==> config.mk <==
export PLATFORM = sky130hd
export DESIGN_NAME = seven_seg_scan_ctrl
export DESIGN_NICKNAME = d
export VERILOG_FILES = /design/src/rtl/seven_seg_scan_ctrl.sv
export SDC_FILE = /design/constraint.sdc
export NUM_CORES = 1
export LEC_CHECK = 0
export ABC_AREA = 1
export ABC_CLOCK_PERIOD_IN_PS = 2300
export CAP_MARGIN = 5
export CORE_MARGIN = 2
export CORE_UTILIZATION = 45
export CTS_CLUSTER_SIZE = 25
export DETAILED_ROUTE_END_ITERATION = 7
export GPL_ROUTABILITY_DRIVEN = 0
export PLACE_DENSITY = 0.66
export SYNTH_ARGS = -nofsm -noshare
export SYNTH_HDL_FRONTEND = slang
export SYNTH_SLANG_ARGS = --single-unit
==> constraint.sdc <==
create_clock -name clk -period 2.3 [get_ports clk]
set_input_delay 0.46 -clock clk [delete_from_list [all_inputs] [get_ports clk]]
set_output_delay 0.46 -clock clk [all_outputs]
set_load 0.05 [all_outputs]
==> src/rtl/seven_seg_scan_ctrl.sv <==
// Time-multiplexed seven-segment scan controller.
// Drives one shared BCD decoder across NUM_DIGITS digit positions. Each
// slot drives one digit, then optionally blanks all digits for a dead-time
// gap. New digit values are loaded into a shadow buffer through a valid/ready
// handshake and swapped into the displayed set only at frame boundaries, so
// a number never shows half old and half new digits.
module seven_seg_scan_ctrl #(
  parameter int NUM_DIGITS   = 4,
  parameter int DRIVE_CYCLES = 1000,
  parameter int GAP_CYCLES   = 2
) (
  input  logic                    clk,
  input  logic                    rst,
  input  logic                    enable,
  input  logic                    lz_blank,
  input  logic                    load_valid,
  output logic                    load_ready,
  input  logic [4*NUM_DIGITS-1:0] load_data,
  output logic [3:0]              bcd_out,
  output logic [NUM_DIGITS-1:0]   digit_en,
  output logic                    frame_start
);

  localparam int IDX_W   = (NUM_DIGITS > 1) ? $clog2(NUM_DIGITS) : 1;
  localparam int CNT_MAX = (DRIVE_CYCLES > GAP_CYCLES) ? DRIVE_CYCLES : GAP_CYCLES;
  localparam int CNT_W   = (CNT_MAX > 1) ? $clog2(CNT_MAX) : 1;

  localparam logic [IDX_W-1:0] IDX_LAST   = IDX_W'(NUM_DIGITS - 1);
  localparam logic [CNT_W-1:0] DRIVE_LAST = CNT_W'(DRIVE_CYCLES - 1);
  // With no gap the GAP state is unreachable; the value only keeps widths sane.
  localparam logic [CNT_W-1:0] GAP_LAST   = (GAP_CYCLES > 0) ? CNT_W'(GAP_CYCLES - 1) : '0;
  localparam logic [3:0]       CODE_BLANK = 4'hF;

  typedef enum logic [1:0] {
    ST_OFF,
    ST_DRIVE,
    ST_GAP
  } state_t;

  // Scan state
  state_t                  state_reg, state_next;
  logic [IDX_W-1:0]        idx_reg, idx_next;
  logic [CNT_W-1:0]        cnt_reg, cnt_next;
  logic                    boundary;

  // Digit buffers and handshake
  logic [4*NUM_DIGITS-1:0] active_reg, active_next;
  logic [4*NUM_DIGITS-1:0] shadow_reg, shadow_next;
  logic                    pending_reg, pending_next;
  logic                    load_ready_reg;
  logic                    commit;
  logic                    xfer;

  // Output pipeline
  logic [3:0]              bcd_reg, bcd_next;
  logic [NUM_DIGITS-1:0]   digit_en_reg, digit_en_next;
  logic                    frame_start_reg;

  // Leading-zero decode, computed on the post-commit digit set
  logic [NUM_DIGITS-1:0]   digit_zero;
  logic [NUM_DIGITS-1:0]   upper_zero;
  logic [3:0]              disp_code [NUM_DIGITS];

  logic [IDX_W-1:0]        idx_inc;

  assign idx_inc = (idx_reg == IDX_LAST) ? '0 : idx_reg + IDX_W'(1);

  // Scan sequencer: next state, slot index, cycle counter and frame boundary
  always_comb begin
    state_next = state_reg;
    idx_next   = idx_reg;
    cnt_next   = cnt_reg;
    boundary   = 1'b0;
    if (!enable) begin
      state_next = ST_OFF;
      idx_next   = '0;
      cnt_next   = '0;
    end else begin
      case (state_reg)
        ST_OFF: begin
          state_next = ST_DRIVE;
          idx_next   = '0;
          cnt_next   = '0;
          boundary   = 1'b1;
        end
        ST_DRIVE: begin
          if (cnt_reg == DRIVE_LAST) begin
            cnt_next = '0;
            if (GAP_CYCLES > 0) begin
              state_next = ST_GAP;
            end else begin
              state_next = ST_DRIVE;
              idx_next   = idx_inc;
              boundary   = (idx_inc == '0);
            end
          end else begin
            cnt_next = cnt_reg + CNT_W'(1);
          end
        end
        ST_GAP: begin
          if (cnt_reg == GAP_LAST) begin
            state_next = ST_DRIVE;
            idx_next   = idx_inc;
            cnt_next   = '0;
            boundary   = (idx_inc == '0);
          end else begin
            cnt_next = cnt_reg + CNT_W'(1);
          end
        end
        default: begin
          state_next = ST_OFF;
          idx_next   = '0;
          cnt_next   = '0;
        end
      endcase
    end
  end

  // Double buffer: commit uses the pre-edge pending flag, so a load landing on
  // a boundary edge waits for the following frame
  always_comb begin
    commit       = boundary && pending_reg;
    xfer         = load_valid && !pending_reg;
    active_next  = commit ? shadow_reg : active_reg;
    shadow_next  = shadow_reg;
    pending_next = pending_reg;
    if (commit) begin
      pending_next = 1'b0;
    end else if (xfer) begin
      shadow_next  = load_data;
      pending_next = 1'b1;
    end
  end

  generate
    for (genvar gi = 0; gi < NUM_DIGITS; gi++) begin : g_digit
      assign digit_zero[gi]    = (active_next[4*gi +: 4] == 4'h0);
      // One-hot digit select for the slot being entered
      assign digit_en_next[gi] = (state_next == ST_DRIVE) && (idx_next == IDX_W'(gi));
    end
  endgenerate

  // Leading-zero blanking: a digit is blank when it and every more
  // significant digit are zero; digit 0 always shows
  always_comb begin
    logic run;
    run        = 1'b1;
    upper_zero = '0;
    for (int i = NUM_DIGITS - 1; i >= 0; i--) begin
      run           = run && digit_zero[i];
      upper_zero[i] = run;
    end
    for (int i = 0; i < NUM_DIGITS; i++) begin
      if (lz_blank && (i > 0) && upper_zero[i]) begin
        disp_code[i] = CODE_BLANK;
      end else begin
        disp_code[i] = active_next[4*i +: 4];
      end
    end
  end

  // Code presented to the shared decoder in the slot being entered
  always_comb begin
    bcd_next = CODE_BLANK;
    if (state_next == ST_DRIVE) begin
      for (int i = 0; i < NUM_DIGITS; i++) begin
        if (idx_next == IDX_W'(i)) begin
          bcd_next = disp_code[i];
        end
      end
    end
  end

  // State, buffers and registered outputs
  always_ff @(posedge clk) begin
    if (rst) begin
      state_reg       <= ST_OFF;
      idx_reg         <= '0;
      cnt_reg         <= '0;
      active_reg      <= '1;
      shadow_reg      <= '0;
      pending_reg     <= 1'b0;
      load_ready_reg  <= 1'b1;
      bcd_reg         <= CODE_BLANK;
      digit_en_reg    <= '0;
      frame_start_reg <= 1'b0;
    end else begin
      state_reg       <= state_next;
      idx_reg         <= idx_next;
      cnt_reg         <= cnt_next;
      active_reg      <= active_next;
      shadow_reg      <= shadow_next;
      pending_reg     <= pending_next;
      load_ready_reg  <= !pending_next;
      bcd_reg         <= bcd_next;
      digit_en_reg    <= digit_en_next;
      frame_start_reg <= boundary;
    end
  end

  assign load_ready  = load_ready_reg;
  assign bcd_out     = bcd_reg;
  assign digit_en    = digit_en_reg;
  assign frame_start = frame_start_reg;

endmodule

==> results of run 1 <==
==> synthesized netlist by cell type (5+ instances only) <==
master,number
a21oi_1,21
inv_1,47
dfxtp_1,57
nand2_1,86
nor3_1,8
nor2_2,5
nand2_2,5
clkbuf_1,6
ha_1,8
o21ai_0,21
nor2_1,35
nand4_1,12
nand3_1,17
==> worst min-delay path: stages (launching register included) <==
cell and delay (ps):
dfxtp_1 310, nand2_1 60, nand3_1 60
==> cells by family (layout without fill, tap and decap cells) <==
family | count (synthesis) | after routing | share of synthesized area [%]
XOR/XNOR | 3 | 3 | 0.995
AND/OR/NAND/NOR | 185 | 185 | 32.9
flip-flops | 57 | 57 | 43.2
AO/OA/AOI/OAI | 47 | 47 | 9.43
buffers and inverters | 61 | 114 | 9.66
adder cells (fa/ha/maj) | 8 | 8 | 3.79
==> repair_timing <==
item	in CTS	in global routing
setup endpoints to repair	0	4
buffers inserted	0	6
hold endpoints to repair	0	0
hold buffers	0	0
resized for setup	0	21
==> metal layers <==
metal  share of wire (%)  track usage (%)
met5                   0                0
met2                  51             33.1
met3                 2.9             5.39
met4                 1.1             6.61
met1                  45             21.3
==> through the flow <==
step / cells / setup slack (ps) / cell area (µm²) / total power [mW] / util [%]
2_1_floorplan: 361 / 461 / 2640 / 1.24 / -
3_3_place_gp: 462 / 163 / 3050 / 1.33 / 54.8
3_5_place_dp: 462 / 99.3 / 3050 / 1.34 / 54.8
4_1_cts: 478 / 71.9 / 3220 / 2.11 / 57.7
5_1_grt: 486 / -3.67 / 3390 / 2.24 / 60.9
6_report: 486 / 162 / 3390 / 2.12 / 60.9
==> power by group <==
| part | switching [mW] | internal (mW) | total (mW) |
|---|---|---|---|
| logic | 0.159 | 0.130 | 0.289 |
| clock network | 0.387 | 0.382 | 0.769 |
| registers | 0.0237 | 1.03 | 1.06 |
| total | 0.569 | 1.55 | 2.12 |
==> placed cells by master (no fill, tap or decap), types with 3 or more instances in the layout <==
cell,synthesis,routed
o21ai_0,21,21
buf_4,0,14
clkinv_2,1,4
nand2_2,5,7
nor3b_1,3,3
a21oi_1,21,20
nand3_1,17,17
nand3_2,3,3
nand4_1,12,12
nor2_2,5,4
nand2_4,3,4
ha_1,8,7
nor3_1,8,8
nor2_1,35,35
nand2_1,86,82
o21ai_4,0,3
inv_1,47,45
dfxtp_1,57,55
or2_2,4,4
clkdlybuf4s50_1,0,30
clkbuf_8,0,9
==> final cells by class <==
cell class	count	share of cell area (%)
tap	72	2.65
multi-input combinational	243	38.8
clock buffer	10	3.76
sequential	57	33.8
inverter	50	5.60
timing repair buffer	48	14.3
clock inverter	6	1.03
==> worst max-delay path by stage <==
stage                     startpoint  slack, ps  cells past startpoint    endpoint
after floorplan           cnt_reg[0]        460                     17  bcd_out[1]
after global placement    cnt_reg[0]        160                     16  bcd_out[2]
after detailed placement  cnt_reg[0]        100                     16  bcd_out[0]
after CTS                 cnt_reg[0]         70                     16  bcd_out[0]
after global routing      cnt_reg[1]         -4                     17  bcd_out[3]
final                     cnt_reg[1]        160                     17  bcd_out[3]
==> reports/qor.csv, run 1 <==
metric,value,unit
status,"finished, final reports clean",
root buf cell,clkbuf_8,
WP buf/inv,3,
Initial Utilization,47.4,%
top cell type's share of synthesized area,43.2,%
post-synth top area cell,dfxtp_1,
hold path depth,2,
Die Wd,80.6,µm
Post-DRT Antenna Nets,0,
maximum number of pins on one net before global-route repair,31,
WL final,5530,µm
Post-Syn Area,2640,µm²
port bufs,30,
CP Max Fanout,5,
syn nets,390,
first-pass GRT wire length,9260,µm
Synth area leaders,"dfxtp_1, nand2_1, inv_1",
Syn. warnings,0,
Diodes inserted,0,
Max Cap Viol,0,
CP Cell Sequence,inv_2 -> ha_4 -> inv_2 -> nor2_2 -> nand3_2 -> nor2_4 -> nand2_4 -> nand2_8 -> nand3_4 -> buf_12 -> o21ai_4 -> nand2_1 -> nor2_2 -> nand3_2 -> nand2_1 -> nand2_1 -> nand3_1,
Worst EP arrival,2400,ps
TritonCTS Sinks,57,
depth of the most critical reg-to-reg path,17,
multi-input combinational cell area,1320,µm²
Final Skew,8.80,ps
CP most frequent cell,nand2_1,
DR vias,2337,
power density cells,623,nW/µm²
CP max-delay cell,dfxtp_2,
crit path time final,2140,ps
crit share post-route,93.0,%
Pre-Repair DR Iteration Count,4,
Worst Hold Launch,active_reg[0],
hold endpoint,active_reg[0],
Post-synth EDFFs,0,
LEAKAGE,1.53,nW
Max Slew Vio Count,0,
HPWL after DPL,4020,µm
reg2reg start,cnt_reg[1],
"setup slack, reg-to-reg",160,ps
Slew @ Worst Pin,515,ps
prevailing post-synth register cell,dfxtp_1,
Fmax,0.468,GHz
"Async S/R FF share, synth",0,%
GRT overflow,0,
drt drc,0,
CTS tree,yes,
Clock Latency Late Sink,330,ps
HP Class,flop to flop,
distinct cell type count after synthesis,30,
gr usage total,18.7,%
drt wl/cell,11.4,µm
CP Capture Type,flop,
Num CTS Buffers,9,
synthesis-to-finish area growth,28.5,%
Crit path max-delay family,simple AND/OR/NAND/NOR gates,
H-Tree Depth,3,
Post-Syn Instances,361,
clk buf depth,2,
Max IR drop VDD,0.000371,V
register area,1150,µm²
"Avg Cell Area, Syn",7.32,µm²
reg2reg end,bcd_out[3],
synthesized flop and latch total,57,
number of global-route vias before repair,2137,
sequential area share after synthesis,43.2,%
initial antenna violation count,0,
Final Hold Vio Count,0,
core area,5570,µm²
type of the worst setup path,flop to flop,
routed vias/inst,4.81,
"Reg clk slew, reported paths",70,ps
Fillers,532,
startpoint types,flop,
max incr delay on CP,340,ps
final setup TNS,0,ps
DIE HEIGHT,80.6,µm
Max-slew headroom,65.6,%
# setup viols final,0,
nets@finish,438,
layout cells sized above 1,16.7,%
Die Area,6500,µm²
hold_ws,451,ps
cell row count,27,
CP Data Required Time,2560,ps
Iter 0 DRT Violations,98,
I/O pins,31,
Power figures use the tool's default switching activity.
==> run 2, diff against run 1 <==
- CORE_ASPECT_RATIO: unset -> 0.6
==> run 2 against run 1 <==
Sequential share of layout area rose by 1.2 points. Register-to-register slack improved by 50 ps. Clock skew is 2.9 ps lower. Clock-buffer cell count grew 1. Cell area is 3.9% lower. Highest routed layer unchanged.
==> reports/qor.csv, run 2 (synthesis gave the netlist of run 1 again) <==
metric,value,unit,change
status,"finished, final reports clean",,
RSZ-0062 raised after global routing,no,,
HPWL after DPL,4220,µm,+5.0%
drt wl/cell,12.0,µm,+5.2%
DIE HEIGHT,63.3,µm,-21%
Final Hold Vio Count,0,,unchanged
Num CTS Buffers,9,,unchanged
WP buf/inv,3,,unchanged
hold path depth,1,,-1
CP Max Fanout,12,,+7
power density cells,692,nW/µm²,+11%
port bufs,30,,unchanged
Iter 0 DRT Violations,128,,+31%
layout cells sized above 1,13.0,%,-3.6 points
Worst EP arrival,2370,ps,-30 ps
Die Wd,103,µm,+28%
# setup viols final,0,,unchanged
"setup slack, reg-to-reg",220,ps,+50 ps
Post-Layout Cell Count,487,,+0.21%
Final Skew,5.87,ps,-2.94 ps
initial antenna violation count,0,,unchanged
"Reg clk slew, reported paths",60,ps,about the same
routed vias/inst,4.68,,-2.7%
Crit path max-delay family,simple AND/OR/NAND/NOR gates,,
max incr delay on CP,320,ps,-20 ps
CP Capture Type,flop,,
Fillers,550,,+3.4%
clk buf depth,2,,unchanged
hold_ws,434,ps,-16.6 ps
synthesis-to-finish area growth,23.5,%,
reg2reg start,cnt_reg[1],,
Max IR drop VDD,0.000346,V,-6.7%
reg2reg end,bcd_out[0],,
Max Slew Vio Count,0,,unchanged
hold endpoint,cnt_reg[0],,
CP Data Required Time,2580,ps,+20 ps
hold buffers post-CTS,0,,unchanged
Max-slew headroom,60.2,%,-5.4 points
first-pass GRT wire length,9470,µm,+2.3%
Fmax,0.480,GHz,+2.6%
maximum number of pins on one net before global-route repair,31,,unchanged
CP Cell Sequence,inv_1 -> ha_1 -> inv_1 -> nor2_2 -> nand3_2 -> nor2_4 -> nand2_4 -> nand2_4 -> buf_6 -> nand4_1 -> nand2_1 -> nand2_1 -> nor2_1 -> nand3_2 -> nand2_1 -> nand2_1 -> nand3_1,,
gr usage total,19.5,%,+0.80 points
Diodes inserted,0,,unchanged
crit share post-route,90.6,%,-2.3 points
crit path time final,2080,ps,-53.8 ps
HP Class,flop to flop,,
drt drc,0,,unchanged
Slew @ Worst Pin,596,ps,+81.1 ps
nets@finish,431,,-1.6%
startpoint types,flop,,
type of the worst setup path,flop to flop,,
CP max-delay cell,dfxtp_1,,
Final Power,2.26,mW,+6.7%
Initial Utilization,47.0,%,-0.41 points
root buf cell,clkbuf_8,,
LEAKAGE,1.47,nW,-3.7%
Clock Latency Late Sink,340,ps,about the same
Max Cap Viol,0,,unchanged
H-Tree Depth,3,,unchanged
"commonest non-fill, non-tap cells in the layout","nand2_1, dfxtp_1, inv_1, nor2_1, clkdlybuf4s50_1",,
Pre-Repair DR Iteration Count,4,,unchanged
I/O pins,31,,unchanged
depth of the most critical reg-to-reg path,17,,unchanged
Worst Hold Launch,cnt_reg[0],,
Post-DRT Antenna Nets,0,,unchanged
GRT overflow,0,,unchanged
cell row count,21,,-22%
core area,5620,µm²,+0.88%
DR vias,2278,,-2.5%
CP most frequent cell,nand2_1,,
CTS tree,yes,,
TritonCTS Sinks,57,,unchanged
final setup TNS,0,ps,unchanged
"most common cell after layout, fill and taps aside",nand2_1,,
Die Area,6520,µm²,+0.32%
number of global-route vias before repair,1961,,-8.2%
WL final,5830,µm,+5.4%
placed cells,469,,+1.5%
-- run 2: cell count changes in the layout (fill, tap and decap cells not counted), moves of 2 or more --
cell and change:
inv_2 -2, clkbuf_16 -2, nand2_2 -2, inv_1 +2, o21ai_4 -3, o21ai_2 +3
nand2_1 +4, buf_4 -5
-- run 2: final cells by class --
cell class              instances  area (µm²)  area share, %
well taps                      80         100           3.07
inverters                      50         189           5.79
flip-flops and latches         57        1140           35.0
multi-input cells             244        1250           38.5
repair buffers                 40         379           11.6
clock buffers                  11         141           4.33
clock inverters                 5        55.1           1.69
-- run 2: worst max-delay path by stage --
stage          startpoint          to  slack [ps]  depth (start not counted)
2_1_floorplan  cnt_reg[0]  bcd_out[1]         460                         17
3_3_place_gp       enable  bcd_out[3]         130                         10
5_1_grt        cnt_reg[1]  bcd_out[0]          10                         17
3_5_place_dp       enable  bcd_out[1]          90                         11
6_report       cnt_reg[1]  bcd_out[0]         220                         17
4_1_cts        cnt_reg[0]  bcd_out[0]         110                         17
-- run 2: metal layers --
metal	share of wire, %	GRT usage [%]	up-vias
met2	35	22.8	58
met5	0	0	-
met1	57	31.0	990
met3	7.1	8.55	5
met4	0.81	5.43	0
li1	-	-	1225
-- run 2: per-stage QoR --
stage          util (%)  cell area, µm²  worst slack, ps
6_report           58.0            3260              215
3_5_place_dp       54.1            3040             86.4
3_3_place_gp       54.1            3040              125
4_1_cts            57.6            3240              106
5_1_grt            58.0            3260             11.8
2_1_floorplan         -            2640              461
-- run 2: power breakdown --
part,internal [mW],switching (mW)
clock network,0.526,0.409
logic,0.108,0.157
registers,1.04,0.0240
total,1.67,0.589
-- run 2: repair_timing --
item / 4_1_cts / 5_1_grt
setup endpoints to repair: 0 / 4
buffers inserted: 0 / 1
gates resized for setup: 0 / 2
-- run 2: worst register-to-register path, stage by stage (launching register included) --
cell,delay [ps]
dfxtp_1,320
inv_1,50
ha_1,120
inv_1,50
nor2_2,80
nand3_2,100
nor2_4,150
nand2_4,60
nand2_4,80
buf_6,150
nand4_1,130
nand2_1,170
nand2_1,70
nor2_1,150
nand3_2,130
nand2_1,90
nand2_1,50
nand3_1,60
==> run 3, diff against run 2 <==
==> constraint.sdc (replaced) <==
create_clock -name clk -period 2.3 [get_ports clk]
set_input_delay 0.46 -clock clk [delete_from_list [all_inputs] [get_ports clk]]
set_output_delay 0.46 -clock clk [all_outputs]
set_load 0.1 [all_outputs]
==> run 3 against run 2 <==
Critical path depth stayed put. Register-to-register slack lost 70 ps. Wire length rose by 5.4%. Sequential cell count did not move. Final cell count up 0.62%. Hold slack improved by 16 ps. Clock power is 9% higher. Sequential share of layout area down 1.2 points. Global-route usage increased by 0.16 points. Largest cell class unchanged. Largest power group unchanged.
==> reports/qor.csv, run 3 (synthesis gave the netlist of run 1 again) <==
metric,value,unit,change
number of global-route vias before repair,1978,,+0.87%
Max Slew Vio Count,0,,unchanged
Post-Place Cell Area,3020,µm²,-0.82%
Post-DRT Antenna Nets,0,,unchanged
TritonCTS Sinks,57,,unchanged
CP Data Required Time,2590,ps,about the same
root buf cell,clkbuf_8,,
Iter 0 DRT Violations,162,,+27%
NetSw,628,µW,+6.6%
Final Skew,8.91,ps,+3.05 ps
reg2reg start,cnt_reg[1],,
cell row count,21,,unchanged
clock network power share,42.6,%,+1.2 points
Post-Layout Cell Count,490,,+0.62%
sequential power share,44.5,%,-2.4 points
WP buf/inv,3,,unchanged
"commonest non-fill, non-tap cells in the layout","nand2_1, dfxtp_1, inv_1, nor2_1",,
Setup crit end,bcd_out[1],,
depth of the most critical reg-to-reg path,17,,unchanged
Pre-Repair DR Iteration Count,4,,unchanged
HPWL after DPL,4330,µm,+2.6%
"Reg clk slew, reported paths",60,ps,about the same
Crit path max-delay family,simple AND/OR/NAND/NOR gates,,
Max-slew headroom,48.5,%,-12 points
# setup viols final,0,,unchanged
gr usage total,19.7,%,+0.16 points
Worst Hold Launch,cnt_reg[0],,
clk buf depth,2,,unchanged
H-Tree Depth,3,,unchanged
port bufs,30,,unchanged
layout cells sized above 1,19.8,%,+6.7 points
HP Class,flop to flop,,
crit share post-route,93.7,%,+3.0 points
Slew @ Worst Pin,771,ps,+174 ps
Die Area,6520,µm²,unchanged
Num CTS Buffers,9,,unchanged
Fillers,546,,-0.73%
WL final,6140,µm,+5.4%
crit path time final,2150,ps,+70.1 ps
multi-input combinational cell area,1350,µm²,+7.5%
"setup slack, reg-to-reg",150,ps,-70 ps
reg2reg end,bcd_out[1],,
Net Sw Frac,26.4,%,+0.27 points
routed vias/inst,4.80,,+2.5%
Critical path origin,cnt_reg[1],,
status,"finished, final reports clean",,
Die Wd,103,µm,unchanged
CP max-delay cell,dfxtp_2,,
GRT overflow,0,,unchanged
CP Capture Type,flop,,
Fmax,0.464,GHz,-3.3%
synthesis-to-finish area growth,28.1,%,
RSZ-0062 raised after global routing,yes,,
CP Cell Sequence,inv_2 -> ha_4 -> inv_2 -> nor2_2 -> nand3_2 -> nor2_4 -> nand2_4 -> nand2_8 -> clkbuf_16 -> nand4_1 -> nand2_1 -> nand2_1 -> nor2_2 -> nand3_4 -> nand2_2 -> nand2_2 -> nand3_2,,
drt wl/cell,12.5,µm,+4.8%
startpoint types,flop,,
Int Pwr,1.75,mW,+5.2%
Max Cap Viol,0,,unchanged
I/O pins,31,,unchanged
CTS tree,yes,,
Worst EP arrival,2440,ps,+70 ps
power density cells,704,nW/µm²,+1.7%
Final Hold Vio Count,0,,unchanged
drt drc,0,,unchanged
Max IR drop VDD,0.000285,V,-18%
initial antenna violation count,0,,unchanged
DR vias,2350,,+3.2%
maximum number of pins on one net before global-route repair,31,,unchanged
placed cells,469,,unchanged
critical path depth,17,,unchanged
Clock Latency Late Sink,350,ps,about the same
register area,1150,µm²,+0.33%
LEAKAGE,1.52,nW,+3.3%
first-pass GRT wire length,9620,µm,+1.5%
Final Instance Area,3380,µm²,+3.8%
Final Util,60.2,%,+2.2 points
nets@finish,434,,+0.70%
CP Max Fanout,6,,-6
Initial Utilization,47.0,%,unchanged
type of the worst setup path,flop to flop,,
DIE HEIGHT,63.3,µm,unchanged
max incr delay on CP,330,ps,about the same
Diodes inserted,0,,unchanged
core area,5620,µm²,unchanged
"most common cell after layout, fill and taps aside",nand2_1,,
Combinational Power Share,12.9,%,+1.2 points
-- run 3: cell count changes in the layout (fill, tap and decap cells not counted), sizes merged --
cell	delta
clkinvlp	-1
bufinv	+1
buf	+11
clkdlybuf4s50	-10
clkinv	+1
nand3	+1
-- run 3: cell type report --
cell class | count | area share [%]
clock buffer | 10 | 3.77
multi-input combinational | 245 | 39.9
clock inverter | 6 | 2.44
tap | 80 | 2.96
timing repair buffer | 42 | 11.5
sequential | 57 | 33.9
inverter | 50 | 5.58
-- run 3: worst register-to-register path: cells and delay by family, from the launching register on --
family / cells / cell delay (ps)
adders and majority gates: 1 / 110
DFF: 1 / 330
buffers and inverters: 3 / 240
and+or+nand+nor: 13 / 1410
-- run 3: how the worst min path moves through the flow --
stage	end	cells after the start
2_1_floorplan	active_reg[0]	2
3_3_place_gp	active_reg[0]	2
3_5_place_dp	active_reg[0]	2
4_1_cts	shadow_reg[10]	2
5_1_grt	cnt_reg[0]	1
6_report	cnt_reg[0]	1
-- run 3: per-stage QoR --
step	total power [mW]	worst slack [ps]	hold WS (ps)	setup TNS, ps
final	2.38	145	450	0
after global routing	2.49	-43.6	469	-113
after CTS	2.37	95.8	463	0
after detailed placement	1.36	66.9	450	0
after global placement	1.36	125	433	0
after floorplan	1.26	461	424	0
-- run 3: metal layers --
layer	vias to the layer above	global-route usage (%)	share of wire (%)
met5	-	0	0
met4	0	6.41	1.2
met3	10	7.77	6.5
met2	64	22.6	36
met1	1030	31.7	56
li1	1246	-	-
-- run 3: power groups by stage --
stage	Sequential, mW	Clock [mW]	Combinational, mW
2_1_floorplan	1.11	0	0.150
3_3_place_gp	1.08	0	0.278
3_5_place_dp	1.08	0	0.280
4_1_cts	1.06	1.03	0.281
5_1_grt	1.06	1.09	0.338
6_report	1.06	1.02	0.307
-- run 3: repair_timing --
item,in CTS,in global routing
hold buffers,0,0
buffers inserted,0,2
hold endpoints to repair,0,0
setup endpoints to repair,0,4
resized for setup,0,25
